[config.mk]
export PLATFORM = sky130hd
export DESIGN_NAME = lpc_io_dispatch_flat
export DESIGN_NICKNAME = d
export VERILOG_FILES = /design/src/rtl/lpc_io_dispatch_if.sv /design/src/rtl/lpc_io_dispatch.sv /design/src/flat_wrapper.sv
export SDC_FILE = /design/constraint.sdc
export NUM_CORES = 1
export LEC_CHECK = 0
export ABC_CLOCK_PERIOD_IN_PS = 3600
export CORE_ASPECT_RATIO = 0.8
export CORE_MARGIN = 8
export CORE_UTILIZATION = 44
export DETAILED_ROUTE_END_ITERATION = 6
export PLACE_DENSITY = 0.94
export SETUP_SLACK_MARGIN = 0.2
export SLEW_MARGIN = 20
export SYNTH_ARGS = -nofsm -noshare
export SYNTH_HDL_FRONTEND = slang
export SYNTH_SLANG_ARGS = --single-unit
[constraint.sdc]
create_clock -name clk_i -period 3.6 [get_ports clk_i]
set_input_delay 0.72 -clock clk_i [delete_from_list [all_inputs] [get_ports clk_i]]
set_output_delay 0.72 -clock clk_i [all_outputs]
set_load 0.005 [all_outputs]
[src/rtl/lpc_io_dispatch_if.sv]
`default_nettype none
// ============================================================================
// Module      : lpc_io_dispatch_if
// Description : Bundle of the lpc_periph data-provider port, the per-device
//               register-bank bus and the device interrupt lines.
//               master : view taken by lpc_io_dispatch
//               slave  : view taken by lpc_periph plus the devices
//   lpc_addr_i/lpc_wdata_i/lpc_data_wr_i/lpc_data_req_i  request from lpc_periph
//   lpc_rdata_o/lpc_data_rd_o/lpc_wr_done_o              response to lpc_periph
//   irq_num_o/interrupt_o                                arbitrated interrupt
//   dev_stb_o/dev_we_o/dev_addr_o/dev_wdata_o            device access
//   dev_ack_i/dev_rdata_i/dev_irq_i/dev_irq_num_i        device replies
//   timeout_o                                            access timeout pulse
// Revision    : 1.0 - initial release
// ============================================================================
interface lpc_io_dispatch_if #(
  parameter int NUM_DEV = 4
);
  logic [15:0]          lpc_addr_i;
  logic [7:0]           lpc_wdata_i;
  logic                 lpc_data_wr_i;
  logic                 lpc_data_req_i;
  logic [7:0]           lpc_rdata_o;
  logic                 lpc_data_rd_o;
  logic                 lpc_wr_done_o;
  logic [3:0]           irq_num_o;
  logic                 interrupt_o;
  logic [NUM_DEV-1:0]   dev_stb_o;
  logic                 dev_we_o;
  logic [15:0]          dev_addr_o;
  logic [7:0]           dev_wdata_o;
  logic [NUM_DEV-1:0]   dev_ack_i;
  logic [NUM_DEV*8-1:0] dev_rdata_i;
  logic [NUM_DEV-1:0]   dev_irq_i;
  logic [NUM_DEV*4-1:0] dev_irq_num_i;
  logic                 timeout_o;

  modport master (
    input  lpc_addr_i, lpc_wdata_i, lpc_data_wr_i, lpc_data_req_i,
    input  dev_ack_i, dev_rdata_i, dev_irq_i, dev_irq_num_i,
    output lpc_rdata_o, lpc_data_rd_o, lpc_wr_done_o, irq_num_o, interrupt_o,
    output dev_stb_o, dev_we_o, dev_addr_o, dev_wdata_o, timeout_o
  );

  modport slave (
    output lpc_addr_i, lpc_wdata_i, lpc_data_wr_i, lpc_data_req_i,
    output dev_ack_i, dev_rdata_i, dev_irq_i, dev_irq_num_i,
    input  lpc_rdata_o, lpc_data_rd_o, lpc_wr_done_o, irq_num_o, interrupt_o,
    input  dev_stb_o, dev_we_o, dev_addr_o, dev_wdata_o, timeout_o
  );
endinterface
`default_nettype wire

[src/rtl/lpc_io_dispatch.sv]
`default_nettype none
// ============================================================================
// Module      : lpc_io_dispatch
// Description : Dispatches LPC I/O cycles from lpc_periph to NUM_DEV register
//               bank devices: address decode (lowest matching index wins),
//               strobe/ack sequencing, response back to lpc_periph, timeout of
//               dead devices, and interrupt arbitration onto one irq_num /
//               interrupt pair.
// Ports       : clk_i  - LPC clock, posedge
//               rst_i  - synchronous reset, active high
//               bus    - lpc_io_dispatch_if.master (LPC request/response,
//                        device bus, device interrupts, timeout pulse)
//               NUM_DEV must equal the NUM_DEV of the connected interface.
// Revision    : 1.0 - initial release
// ============================================================================
module lpc_io_dispatch #(
  parameter int                    NUM_DEV = 4,
  parameter logic [NUM_DEV*16-1:0] BASES   = '0,
  parameter logic [NUM_DEV*16-1:0] MASKS   = '1,
  parameter int                    TIMEOUT = 255
) (
  input  logic              clk_i,
  input  logic              rst_i,
  lpc_io_dispatch_if.master bus
);

  localparam int         c_IDX_W   = (NUM_DEV > 1) ? $clog2(NUM_DEV) : 1;
  localparam logic [7:0] c_TO_LAST = 8'(TIMEOUT - 1);

  typedef enum logic [1:0] {
    S_IDLE   = 2'd0,
    S_DECODE = 2'd1,
    S_ACCESS = 2'd2,
    S_RESP   = 2'd3
  } state_t;

  state_t               r_state;
  logic                 r_wr_q;
  logic                 r_req_q;
  logic                 r_dir;        // 1 = write cycle
  logic [15:0]          r_addr;
  logic [7:0]           r_wdata;
  logic [c_IDX_W-1:0]   r_sel;
  logic [NUM_DEV-1:0]   r_stb;
  logic                 r_we;
  logic [7:0]           r_rdata;
  logic                 r_data_rd;
  logic                 r_wr_done;
  logic                 r_timeout;
  logic [7:0]           r_tcnt;

  logic [c_IDX_W-1:0]   r_irq_owner;
  logic                 r_irq_valid;
  logic [3:0]           r_irq_num;
  logic                 r_interrupt;

  logic                 w_wr_rise;
  logic                 w_req_rise;
  logic                 w_req_lvl;
  logic [NUM_DEV-1:0]   w_hit_vec;
  logic                 w_hit;
  logic [c_IDX_W-1:0]   w_hit_idx;
  logic [NUM_DEV-1:0]   w_hit_onehot;
  logic                 w_ack_sel;
  logic [7:0]           w_rdata_sel;

  logic                 w_owner_irq;
  logic [c_IDX_W-1:0]   w_irq_low_idx;
  logic [3:0]           w_irq_low_num;
  logic                 w_irq_valid_nxt;
  logic [c_IDX_W-1:0]   w_irq_owner_nxt;
  logic                 w_irq_grant;

  // --------------------------------------------------------------------------
  // Request edge detection and level of the request matching the open cycle
  // --------------------------------------------------------------------------
  assign w_wr_rise  = bus.lpc_data_wr_i  & ~r_wr_q;
  assign w_req_rise = bus.lpc_data_req_i & ~r_req_q;
  assign w_req_lvl  = r_dir ? bus.lpc_data_wr_i : bus.lpc_data_req_i;

  // --------------------------------------------------------------------------
  // Address decode against the latched address
  // --------------------------------------------------------------------------
  genvar gi;
  generate
    for (gi = 0; gi < NUM_DEV; gi++) begin : g_decode
      assign w_hit_vec[gi] =
        ((r_addr ^ BASES[16*gi +: 16]) & MASKS[16*gi +: 16]) == 16'h0000;
    end
  endgenerate

  assign w_hit = |w_hit_vec;

  // Scan from the top so the lowest matching index is the one left standing.
  always_comb begin
    w_hit_idx    = '0;
    w_hit_onehot = '0;
    for (int i = NUM_DEV - 1; i >= 0; i--) begin
      if (w_hit_vec[i]) begin
        w_hit_idx       = c_IDX_W'(i);
        w_hit_onehot    = '0;
        w_hit_onehot[i] = 1'b1;
      end
    end
  end

  // Ack and read data from the selected device only.
  always_comb begin
    w_ack_sel   = 1'b0;
    w_rdata_sel = 8'h00;
    for (int i = 0; i < NUM_DEV; i++) begin
      if (r_sel == c_IDX_W'(i)) begin
        w_ack_sel   = bus.dev_ack_i[i];
        w_rdata_sel = bus.dev_rdata_i[8*i +: 8];
      end
    end
  end

  // --------------------------------------------------------------------------
  // Access sequencer
  // --------------------------------------------------------------------------
  always_ff @(posedge clk_i) begin
    if (rst_i) begin
      r_state   <= S_IDLE;
      r_wr_q    <= 1'b0;
      r_req_q   <= 1'b0;
      r_dir     <= 1'b0;
      r_addr    <= 16'h0000;
      r_wdata   <= 8'h00;
      r_sel     <= '0;
      r_stb     <= '0;
      r_we      <= 1'b0;
      r_rdata   <= 8'h00;
      r_data_rd <= 1'b0;
      r_wr_done <= 1'b0;
      r_timeout <= 1'b0;
      r_tcnt    <= 8'h00;
    end else begin
      r_wr_q    <= bus.lpc_data_wr_i;
      r_req_q   <= bus.lpc_data_req_i;
      r_timeout <= 1'b0;
      case (r_state)
        S_IDLE: begin
          // A write rising together with a read takes precedence.
          if (w_wr_rise) begin
            r_addr  <= bus.lpc_addr_i;
            r_wdata <= bus.lpc_wdata_i;
            r_dir   <= 1'b1;
            r_state <= S_DECODE;
          end else if (w_req_rise) begin
            r_addr  <= bus.lpc_addr_i;
            r_dir   <= 1'b0;
            r_state <= S_DECODE;
          end
        end
        S_DECODE: begin
          if (!w_req_lvl) begin
            r_state <= S_IDLE;
          end else if (w_hit) begin
            r_sel   <= w_hit_idx;
            r_stb   <= w_hit_onehot;
            r_we    <= r_dir;
            r_tcnt  <= 8'h00;
            r_state <= S_ACCESS;
          end else begin
            // Unclaimed address: reads float high, writes are dropped.
            r_rdata <= 8'hFF;
            r_state <= S_RESP;
          end
        end
        S_ACCESS: begin
          if (!w_req_lvl) begin
            r_stb   <= '0;
            r_we    <= 1'b0;
            r_state <= S_IDLE;
          end else if (w_ack_sel) begin
            if (!r_dir) begin
              r_rdata <= w_rdata_sel;
            end
            r_stb   <= '0;
            r_we    <= 1'b0;
            r_state <= S_RESP;
          end else if (r_tcnt == c_TO_LAST) begin
            r_stb     <= '0;
            r_we      <= 1'b0;
            r_rdata   <= 8'hFF;
            r_timeout <= 1'b1;
            r_state   <= S_RESP;
          end else begin
            r_tcnt <= r_tcnt + 8'd1;
          end
        end
        S_RESP: begin
          // Response is raised one cycle after entering RESP and held until
          // lpc_periph drops the matching request.
          if (!w_req_lvl) begin
            r_data_rd <= 1'b0;
            r_wr_done <= 1'b0;
            r_state   <= S_IDLE;
          end else if (r_dir) begin
            r_wr_done <= 1'b1;
          end else begin
            r_data_rd <= 1'b1;
          end
        end
        default: r_state <= S_IDLE;
      endcase
    end
  end

  // --------------------------------------------------------------------------
  // Interrupt arbiter: a granted owner keeps the line until its own irq drops,
  // so irq_num_o never changes under an asserted interrupt.
  // --------------------------------------------------------------------------
  always_comb begin
    w_irq_low_idx = '0;
    w_irq_low_num = 4'h0;
    for (int i = NUM_DEV - 1; i >= 0; i--) begin
      if (bus.dev_irq_i[i]) begin
        w_irq_low_idx = c_IDX_W'(i);
        w_irq_low_num = bus.dev_irq_num_i[4*i +: 4];
      end
    end
  end

  always_comb begin
    w_owner_irq = 1'b0;
    for (int i = 0; i < NUM_DEV; i++) begin
      if (r_irq_owner == c_IDX_W'(i)) begin
        w_owner_irq = bus.dev_irq_i[i];
      end
    end
  end

  // The owner releasing and a new grant never share an edge, which gives the
  // mandatory low cycle between owners.
  always_comb begin
    w_irq_valid_nxt = r_irq_valid;
    w_irq_owner_nxt = r_irq_owner;
    w_irq_grant     = 1'b0;
    if (r_irq_valid) begin
      if (!w_owner_irq) begin
        w_irq_valid_nxt = 1'b0;
      end
    end else if (|bus.dev_irq_i) begin
      w_irq_valid_nxt = 1'b1;
      w_irq_owner_nxt = w_irq_low_idx;
      w_irq_grant     = 1'b1;
    end
  end

  always_ff @(posedge clk_i) begin
    if (rst_i) begin
      r_irq_owner <= '0;
      r_irq_valid <= 1'b0;
      r_irq_num   <= 4'h0;
      r_interrupt <= 1'b0;
    end else begin
      r_irq_owner <= w_irq_owner_nxt;
      r_irq_valid <= w_irq_valid_nxt;
      if (w_irq_grant) begin
        r_irq_num <= w_irq_low_num;
      end
      // A next-state owner always has its irq high, so valid alone suffices.
      r_interrupt <= w_irq_valid_nxt;
    end
  end

  // --------------------------------------------------------------------------
  // Outputs
  // --------------------------------------------------------------------------
  assign bus.lpc_rdata_o   = r_rdata;
  assign bus.lpc_data_rd_o = r_data_rd;
  assign bus.lpc_wr_done_o = r_wr_done;
  assign bus.irq_num_o     = r_irq_num;
  assign bus.interrupt_o   = r_interrupt;
  assign bus.dev_stb_o     = r_stb;
  assign bus.dev_we_o      = r_we;
  assign bus.dev_addr_o    = r_addr;
  assign bus.dev_wdata_o   = r_wdata;
  assign bus.timeout_o     = r_timeout;

endmodule
`default_nettype wire

[src/flat_wrapper.sv]
// flat-port wrapper written by rule: the top's interface ports become plain ports
module lpc_io_dispatch_flat 
#(
  parameter int                    NUM_DEV = 4,
  parameter logic [NUM_DEV*16-1:0] BASES   = '0,
  parameter logic [NUM_DEV*16-1:0] MASKS   = '1,
  parameter int                    TIMEOUT = 255
)
  (clk_i, rst_i, bus_lpc_addr_i, bus_lpc_wdata_i, bus_lpc_data_wr_i, bus_lpc_data_req_i, bus_dev_ack_i, bus_dev_rdata_i, bus_dev_irq_i, bus_dev_irq_num_i, bus_lpc_rdata_o, bus_lpc_data_rd_o, bus_lpc_wr_done_o, bus_irq_num_o, bus_interrupt_o, bus_dev_stb_o, bus_dev_we_o, bus_dev_addr_o, bus_dev_wdata_o, bus_timeout_o);
  lpc_io_dispatch_if #(.NUM_DEV(NUM_DEV)) bus_i ();
  input  logic clk_i;
  input  logic rst_i;
  input wire logic [$bits(bus_i.lpc_addr_i)-1:0] bus_lpc_addr_i;
  input wire logic [$bits(bus_i.lpc_wdata_i)-1:0] bus_lpc_wdata_i;
  input wire logic [$bits(bus_i.lpc_data_wr_i)-1:0] bus_lpc_data_wr_i;
  input wire logic [$bits(bus_i.lpc_data_req_i)-1:0] bus_lpc_data_req_i;
  input wire logic [$bits(bus_i.dev_ack_i)-1:0] bus_dev_ack_i;
  input wire logic [$bits(bus_i.dev_rdata_i)-1:0] bus_dev_rdata_i;
  input wire logic [$bits(bus_i.dev_irq_i)-1:0] bus_dev_irq_i;
  input wire logic [$bits(bus_i.dev_irq_num_i)-1:0] bus_dev_irq_num_i;
  output wire logic [$bits(bus_i.lpc_rdata_o)-1:0] bus_lpc_rdata_o;
  output wire logic [$bits(bus_i.lpc_data_rd_o)-1:0] bus_lpc_data_rd_o;
  output wire logic [$bits(bus_i.lpc_wr_done_o)-1:0] bus_lpc_wr_done_o;
  output wire logic [$bits(bus_i.irq_num_o)-1:0] bus_irq_num_o;
  output wire logic [$bits(bus_i.interrupt_o)-1:0] bus_interrupt_o;
  output wire logic [$bits(bus_i.dev_stb_o)-1:0] bus_dev_stb_o;
  output wire logic [$bits(bus_i.dev_we_o)-1:0] bus_dev_we_o;
  output wire logic [$bits(bus_i.dev_addr_o)-1:0] bus_dev_addr_o;
  output wire logic [$bits(bus_i.dev_wdata_o)-1:0] bus_dev_wdata_o;
  output wire logic [$bits(bus_i.timeout_o)-1:0] bus_timeout_o;
  assign bus_i.lpc_addr_i = bus_lpc_addr_i;
  assign bus_i.lpc_wdata_i = bus_lpc_wdata_i;
  assign bus_i.lpc_data_wr_i = bus_lpc_data_wr_i;
  assign bus_i.lpc_data_req_i = bus_lpc_data_req_i;
  assign bus_i.dev_ack_i = bus_dev_ack_i;
  assign bus_i.dev_rdata_i = bus_dev_rdata_i;
  assign bus_i.dev_irq_i = bus_dev_irq_i;
  assign bus_i.dev_irq_num_i = bus_dev_irq_num_i;
  assign bus_lpc_rdata_o = bus_i.lpc_rdata_o;
  assign bus_lpc_data_rd_o = bus_i.lpc_data_rd_o;
  assign bus_lpc_wr_done_o = bus_i.lpc_wr_done_o;
  assign bus_irq_num_o = bus_i.irq_num_o;
  assign bus_interrupt_o = bus_i.interrupt_o;
  assign bus_dev_stb_o = bus_i.dev_stb_o;
  assign bus_dev_we_o = bus_i.dev_we_o;
  assign bus_dev_addr_o = bus_i.dev_addr_o;
  assign bus_dev_wdata_o = bus_i.dev_wdata_o;
  assign bus_timeout_o = bus_i.timeout_o;
  lpc_io_dispatch #(.NUM_DEV(NUM_DEV), .BASES(BASES), .MASKS(MASKS), .TIMEOUT(TIMEOUT)) u_core (.clk_i(clk_i), .rst_i(rst_i), .bus(bus_i));
endmodule
* Word-level counts from Yosys, hierarchy flattened
Index checks and enable logic that the tools add are counted.
** Storage, ports and cells
- Memories kept :: 0
- ROM bits :: 0
- Input bits :: 84
- Word-level logic and storage cells :: 120
- RAM bits :: 0
- Flip-flop bits (word level) :: 60
- Output and inout bits :: 45
- Latch bits :: 0
** Operators by class
- Multiplexer cells :: 60
- Reduce and logical (&&, ||, !) cells :: 16
- Eq/ne operators :: 20
- $mul :: 0
- Shifts and indexed selects :: 0
- Bitwise gates (word level) :: 7
- Add/subtract/negate cells :: 1
- Magnitude comparators :: 0
- Div/mod/pow operators :: 0
** Operator list (count)
- $mux 8 :: 11
- $mux 4 :: 9
- $mux 16 :: 2
- $pmux 8 s2 :: 2
- $mux 1 :: 22
- $mux 2 :: 11
- $logic_not 16->1 :: 1
- $reduce_and 6->1 :: 2
- $ne 2x2->1 const B :: 5
- $reduce_and 2->1 :: 5
- $add 8x1->8 const B :: 1
- $eq 2x2->1 const B :: 4
- $eq 8x8->1 const B :: 1
- $ne 2x1->1 const B :: 4
- $pmux 2 s4 :: 1
- $pmux 4 s2 :: 1
- $reduce_or 4->1 :: 2
- $ne 3x1->1 const B :: 2
- $not 1->1 :: 5
- $eq 2x1->1 const B :: 2
- $logic_not 2->1 :: 2
- $ne 4x4->1 const B :: 1
- $reduce_and 4->1 :: 1
- $reduce_bool 2->1 :: 2
- other kinds (4) :: 5

* Depth between registers and ports, before layout
- Depth after elaboration :: 7
- Gate-level depth with buffers :: 7
- Depth with buffers taken out :: 6

* Worst setup path before layout
No wires, ideal clock.
- Path type :: input port to flip-flop
- Start :: input bus_lpc_data_wr_i
- End :: register u_core.r_addr[0], in the netlist u_core.bus.dev_addr_o[0]
- Path buffers :: 2
- Path slack :: 1.830 ns
- Arrival :: 1.642 ns
- Data required time :: 3.472 ns
- Library setup time :: 0.128 ns
- Stages on the path :: 6
- Cells stage by stage :: nor2b_1 -> o21ai_1 -> buf_2 -> buf_4 -> mux2i_1 -> nor2_1
** Between the ends
- Word-level cells in the longest chain between the ends :: 3
- Elaborated cells on any way between the ends :: 4
- Classes of those cells :: mux: 1; bitwise: 1; reduce/logical: 2
** RTL lines
- from (decl) :: RTL line flat_wrapper.sv:15 : input wire logic [$bits(bus_i.lpc_data_wr_i)-1:0] bus_lpc_data_wr_i;
- $and 1x1->1 * :: RTL line lpc_io_dispatch.sv:77 : assign w_wr_rise = bus.lpc_data_wr_i & ~r_wr_q;
- $reduce_bool 2->1 (no line)
- $reduce_and 2->1 (no line)
- to (signal assigned) :: RTL line lpc_io_dispatch.sv:146 : r_addr <= bus.lpc_addr_i;
- to (signal assigned) :: RTL line lpc_io_dispatch.sv:151 : r_addr <= bus.lpc_addr_i;
- to (decl) :: RTL line lpc_io_dispatch.sv:41 : logic [15:0] r_addr;
Every way passes the cells marked *; elsewhere a longest branch is shown, timed or not.
A chain may end at the register's enable or synchronous reset.

* Worst setup path in the final report
- Start :: input bus_lpc_data_wr_i
- End :: register u_core.r_addr[9], in the netlist u_core.bus.dev_addr_o[9]
The elaborated chain is that of the path after synthesis.

==> summary.txt <==
Run status
  • Outcome: completed

Setup path
  • FF-to-FF path depth: 6
  • CP Capture Point: u_core.bus.dev_addr_o[9]
  • Crit path kind: input pin to flip-flop
  • CP startpoint: bus_lpc_data_wr_i
  • WP data arrival: 2.46 ns
  • Reg2reg start: u_core.r_tcnt[0]
  • Flop-to-flop setup slack: 1.77 ns
  • CP Max Fanout: 12
  • Required time of the worst setup path: 3.78 ns
  • CP Launch Type: input pin
  • Reg-to-reg endpoint: u_core.bus.lpc_rdata_o[2]
  • Crit path capture type: flip-flop

Drt
  • Drt via density: 5.19
  • Final ANT Viol Nets: 0
  • Via count: 2,440
  • Pre-antenna DRT Iters: 4
  • Wirelength, routed: 7480 µm
  • # DRC: 0
  • Starting DRT DRC Count: 217
  • Routed wire per std cell: 15.9 µm

Placement
  • Hpwl dp: 5520 µm
  • Port Buf Inserts: 98
  • Area post-placement: 0.00365 mm²
  • Dpl ws: 0.992 ns
  • Final Wtd Congestion: 0.815

STA
  • Slew @ Worst Pin: 0.930 ns
  • Fin. Hold Viols: 0
  • Hold Slack: 0.453 ns
  • Final period util: 0.634
  • Fmax: 438 MHz
  • Pins Over Slew Limit: 0
  • Setup tns final: 0 ns
  • Post-route setup slack: 1.32 ns
  • Final number of setup-violating endpoints: 0
  • RSZ-0062 raised after global routing: false
  • Worst clock skew: 0.00432 ns
  • Slew HR: 0.380
  • Crit path time final: 2.28 ns

Floorplan
  • CORE AREA: 0.00585 mm²
  • Core Rows: 25
  • DIE AREA: 0.00877 mm²
  • Starting Density: 0.453
  • Die Ht: 85.4 µm
  • Die X: 103 µm
  • I/O Pins: 129

Clock network
  • Cts hold-fix bufs: 0
  • Worst-Skew Late Latency: 0.33 ns
  • Clock buffer depth: 2
  • Setup repair bufs after CTS: 0
  • CTS clk-pin slew, worst paths: 0.06 ns
  • CTS HTree Levels: 3
  • CTS tree: done
  • Cts bufs inserted: 9
  • CTS Sinks: 57
  • Post-CTS Resized: 0
  • Root Driver: clkbuf_8

Layout
  • Reg area: 0.00114 mm²
  • Final Cell Area: 0.00384 mm²
  • Fill cells: 470
  • ANT cells: 0
  • Footprint of the multi-input gates: 0.00139 mm²
  • Layout cells sized above 1: 0.0797
  • Final nets: 470
  • Area Overhead vs Synth: 45.0%

Logic synthesis
  • Number of synthesized flops with an enable pin: 0
  • Dominant cells by area after synthesis: dfxtp_1, mux2i_1, nand2_1
  • Cell taking the most area after synthesis: dfxtp_1
  • Syn avg cell area: 9.13 µm²
  • Prevailing post-synth register cell: dfxtp_1
  • Asr flop ratio synth: 0
  • Register area share after synthesis: 0.431
  • Synth cell types: 48
  • Syn. warnings: 0
  • Yosys top cell area share: 0.431
  • Cell Area, Synth: 0.00265 mm²
  • Post-synthesis register bit count: 57
  • Cells after synthesis: 290

Pwr
  • Power per cell area: 426 mW/mm²
  • Peak supply drop: 293 µV
  • P_leak: 1.47 nW

Global route
  • Gr ovfl total: 0
  • All-Layer GR Usage: 0.175
  • Pin count of the biggest net entering global routing: 51
  • Antenna violations before repair: 0
  • Global-route wire length before repair: 12,200 µm
  • Vias in the first global route: 2,517

Flow run
  • MaxCap Viol Count: 0

Min path
  • HP Class: flip-flop to flip-flop
==> routing by layer <==
metal,routed length [µm],vias to the layer above,part of all wire,GRT usage
met5,0,-,0,0
met4,78,0,0.010,0.0459
met3,797,7,0.11,0.0883
met2,3470,97,0.46,0.290
met1,3130,1115,0.42,0.194
li1,-,1221,-,-
==> synthesized netlist by cell type, drive strengths merged, types with 2 or more instances <==
library cell	count
nor2	32
buf	9
nor2b	5
o22ai	5
inv	8
o32ai	2
nor3	4
a21oi	17
nand2b	2
o211ai	2
dfxtp	57
o221a	2
a22oi	3
nand3b	4
a32oi	2
or3	2
nor4	4
o221ai	2
nand4	4
nand2	45
mux2i	26
a211o	3
clkbuf	9
o21ai	12
nand3	8
o311ai	2
or4	4
ha	2
==> worst max-delay path, stage by stage <==
cell	delay (ns)
clkdlybuf4s50_1	0.51
nor2b_1	0.21
o21ai_2	0.41
buf_4	0.32
mux2i_1	0.23
nor2_1	0.06
==> cells in the final DEF, fill, tap and decap left out, types with 2 or more instances in the layout <==
master,Yosys,layout
a211o_1,3,3
a21oi_1,17,17
a22oi_1,3,3
clkbuf_8,0,13
clkdlybuf4s50_1,0,97
clkinv_2,0,2
conb_1,1,3
dfxtp_1,57,57
ha_1,2,2
inv_1,8,8
mux2i_1,26,26
nand2_1,45,45
nand2b_1,2,2
nand3_1,8,8
nand3b_1,4,4
nand4_1,3,3
nor2_1,32,32
nor2b_1,4,4
nor3_1,4,4
nor4_4,4,4
o211ai_1,2,2
o21ai_0,9,9
o21ai_2,1,2
o221a_2,2,2
o221ai_1,2,2
o22ai_1,5,5
o311ai_1,2,2
o32ai_1,2,2
or3_1,2,2
or4_1,4,4
==> worst min-delay path by stage <==
stage / endpoint / slack [ns] / start / cells after the start
after floorplan: u_core.bus.dev_wdata_o[0] / 0.45 / u_core.bus.dev_wdata_o[0] / 2
after detailed placement: u_core.bus.dev_wdata_o[2] / 0.45 / u_core.bus.dev_wdata_o[2] / 2
after CTS: u_core.bus.dev_wdata_o[2] / 0.45 / u_core.bus.dev_wdata_o[2] / 2
after global routing: u_core.bus.dev_wdata_o[2] / 0.47 / u_core.bus.dev_wdata_o[2] / 2
final: u_core.bus.dev_wdata_o[2] / 0.45 / u_core.bus.dev_wdata_o[2] / 2
after global placement: u_core.bus.dev_wdata_o[6] / 0.44 / u_core.bus.dev_wdata_o[6] / 2
==> through the flow <==
| step | utilization | cells | total power [mW] |
|---|---|---|---|
| floorplan | - | 292 | 0.916 |
| global placement | 0.624 | 454 | 1.08 |
| detailed placement | 0.624 | 454 | 1.09 |
| CTS | 0.656 | 470 | 1.66 |
| global route | 0.656 | 470 | 1.72 |
| finish | 0.656 | 470 | 1.64 |
==> layout make-up <==
cell class,instances,share of cell area
Clock buffer,14,0.0476
Clock inverter,2,0.00261
Inverter,8,0.00782
Multi-Input combinational cell,209,0.362
Sequential cell,57,0.297
Tap cell,81,0.0264
Timing Repair Buffer,99,0.256
==> report_power, final <==
group          switching [mW]  total (mW)  internal, mW
Clock                   0.237       0.560         0.323
Sequential             0.0466       0.726         0.679
Combinational           0.145       0.351         0.205
Total                   0.429        1.64          1.21
==> flip-flops by register name, summed over array words and instances (netlist names), 2 cells and up <==
register and flops:
u_core.bus.lpc_rdata_o 8, u_core.bus.irq_num_o 4, u_core.r_tcnt 8, u_core.r_state 2, u_core.bus.dev_addr_o 16, u_core.r_irq_owner 2, u_core.bus.dev_wdata_o 8
==> cells by family (layout without fill, tap and decap cells) <==
family | count (synthesis) | in the layout | share of synthesized area
AO/OA/AOI/OAI | 59 | 59 | 0.163
adder cells (fa/ha/maj) | 2 | 2 | 0.00945
buffers and inverters | 26 | 123 | 0.0482
flip-flops | 57 | 57 | 0.431
multiplexers | 28 | 28 | 0.112
other | 1 | 3 | 0.00142
AND/OR/NAND/NOR | 117 | 117 | 0.235
Power figures use the tool's default switching activity.
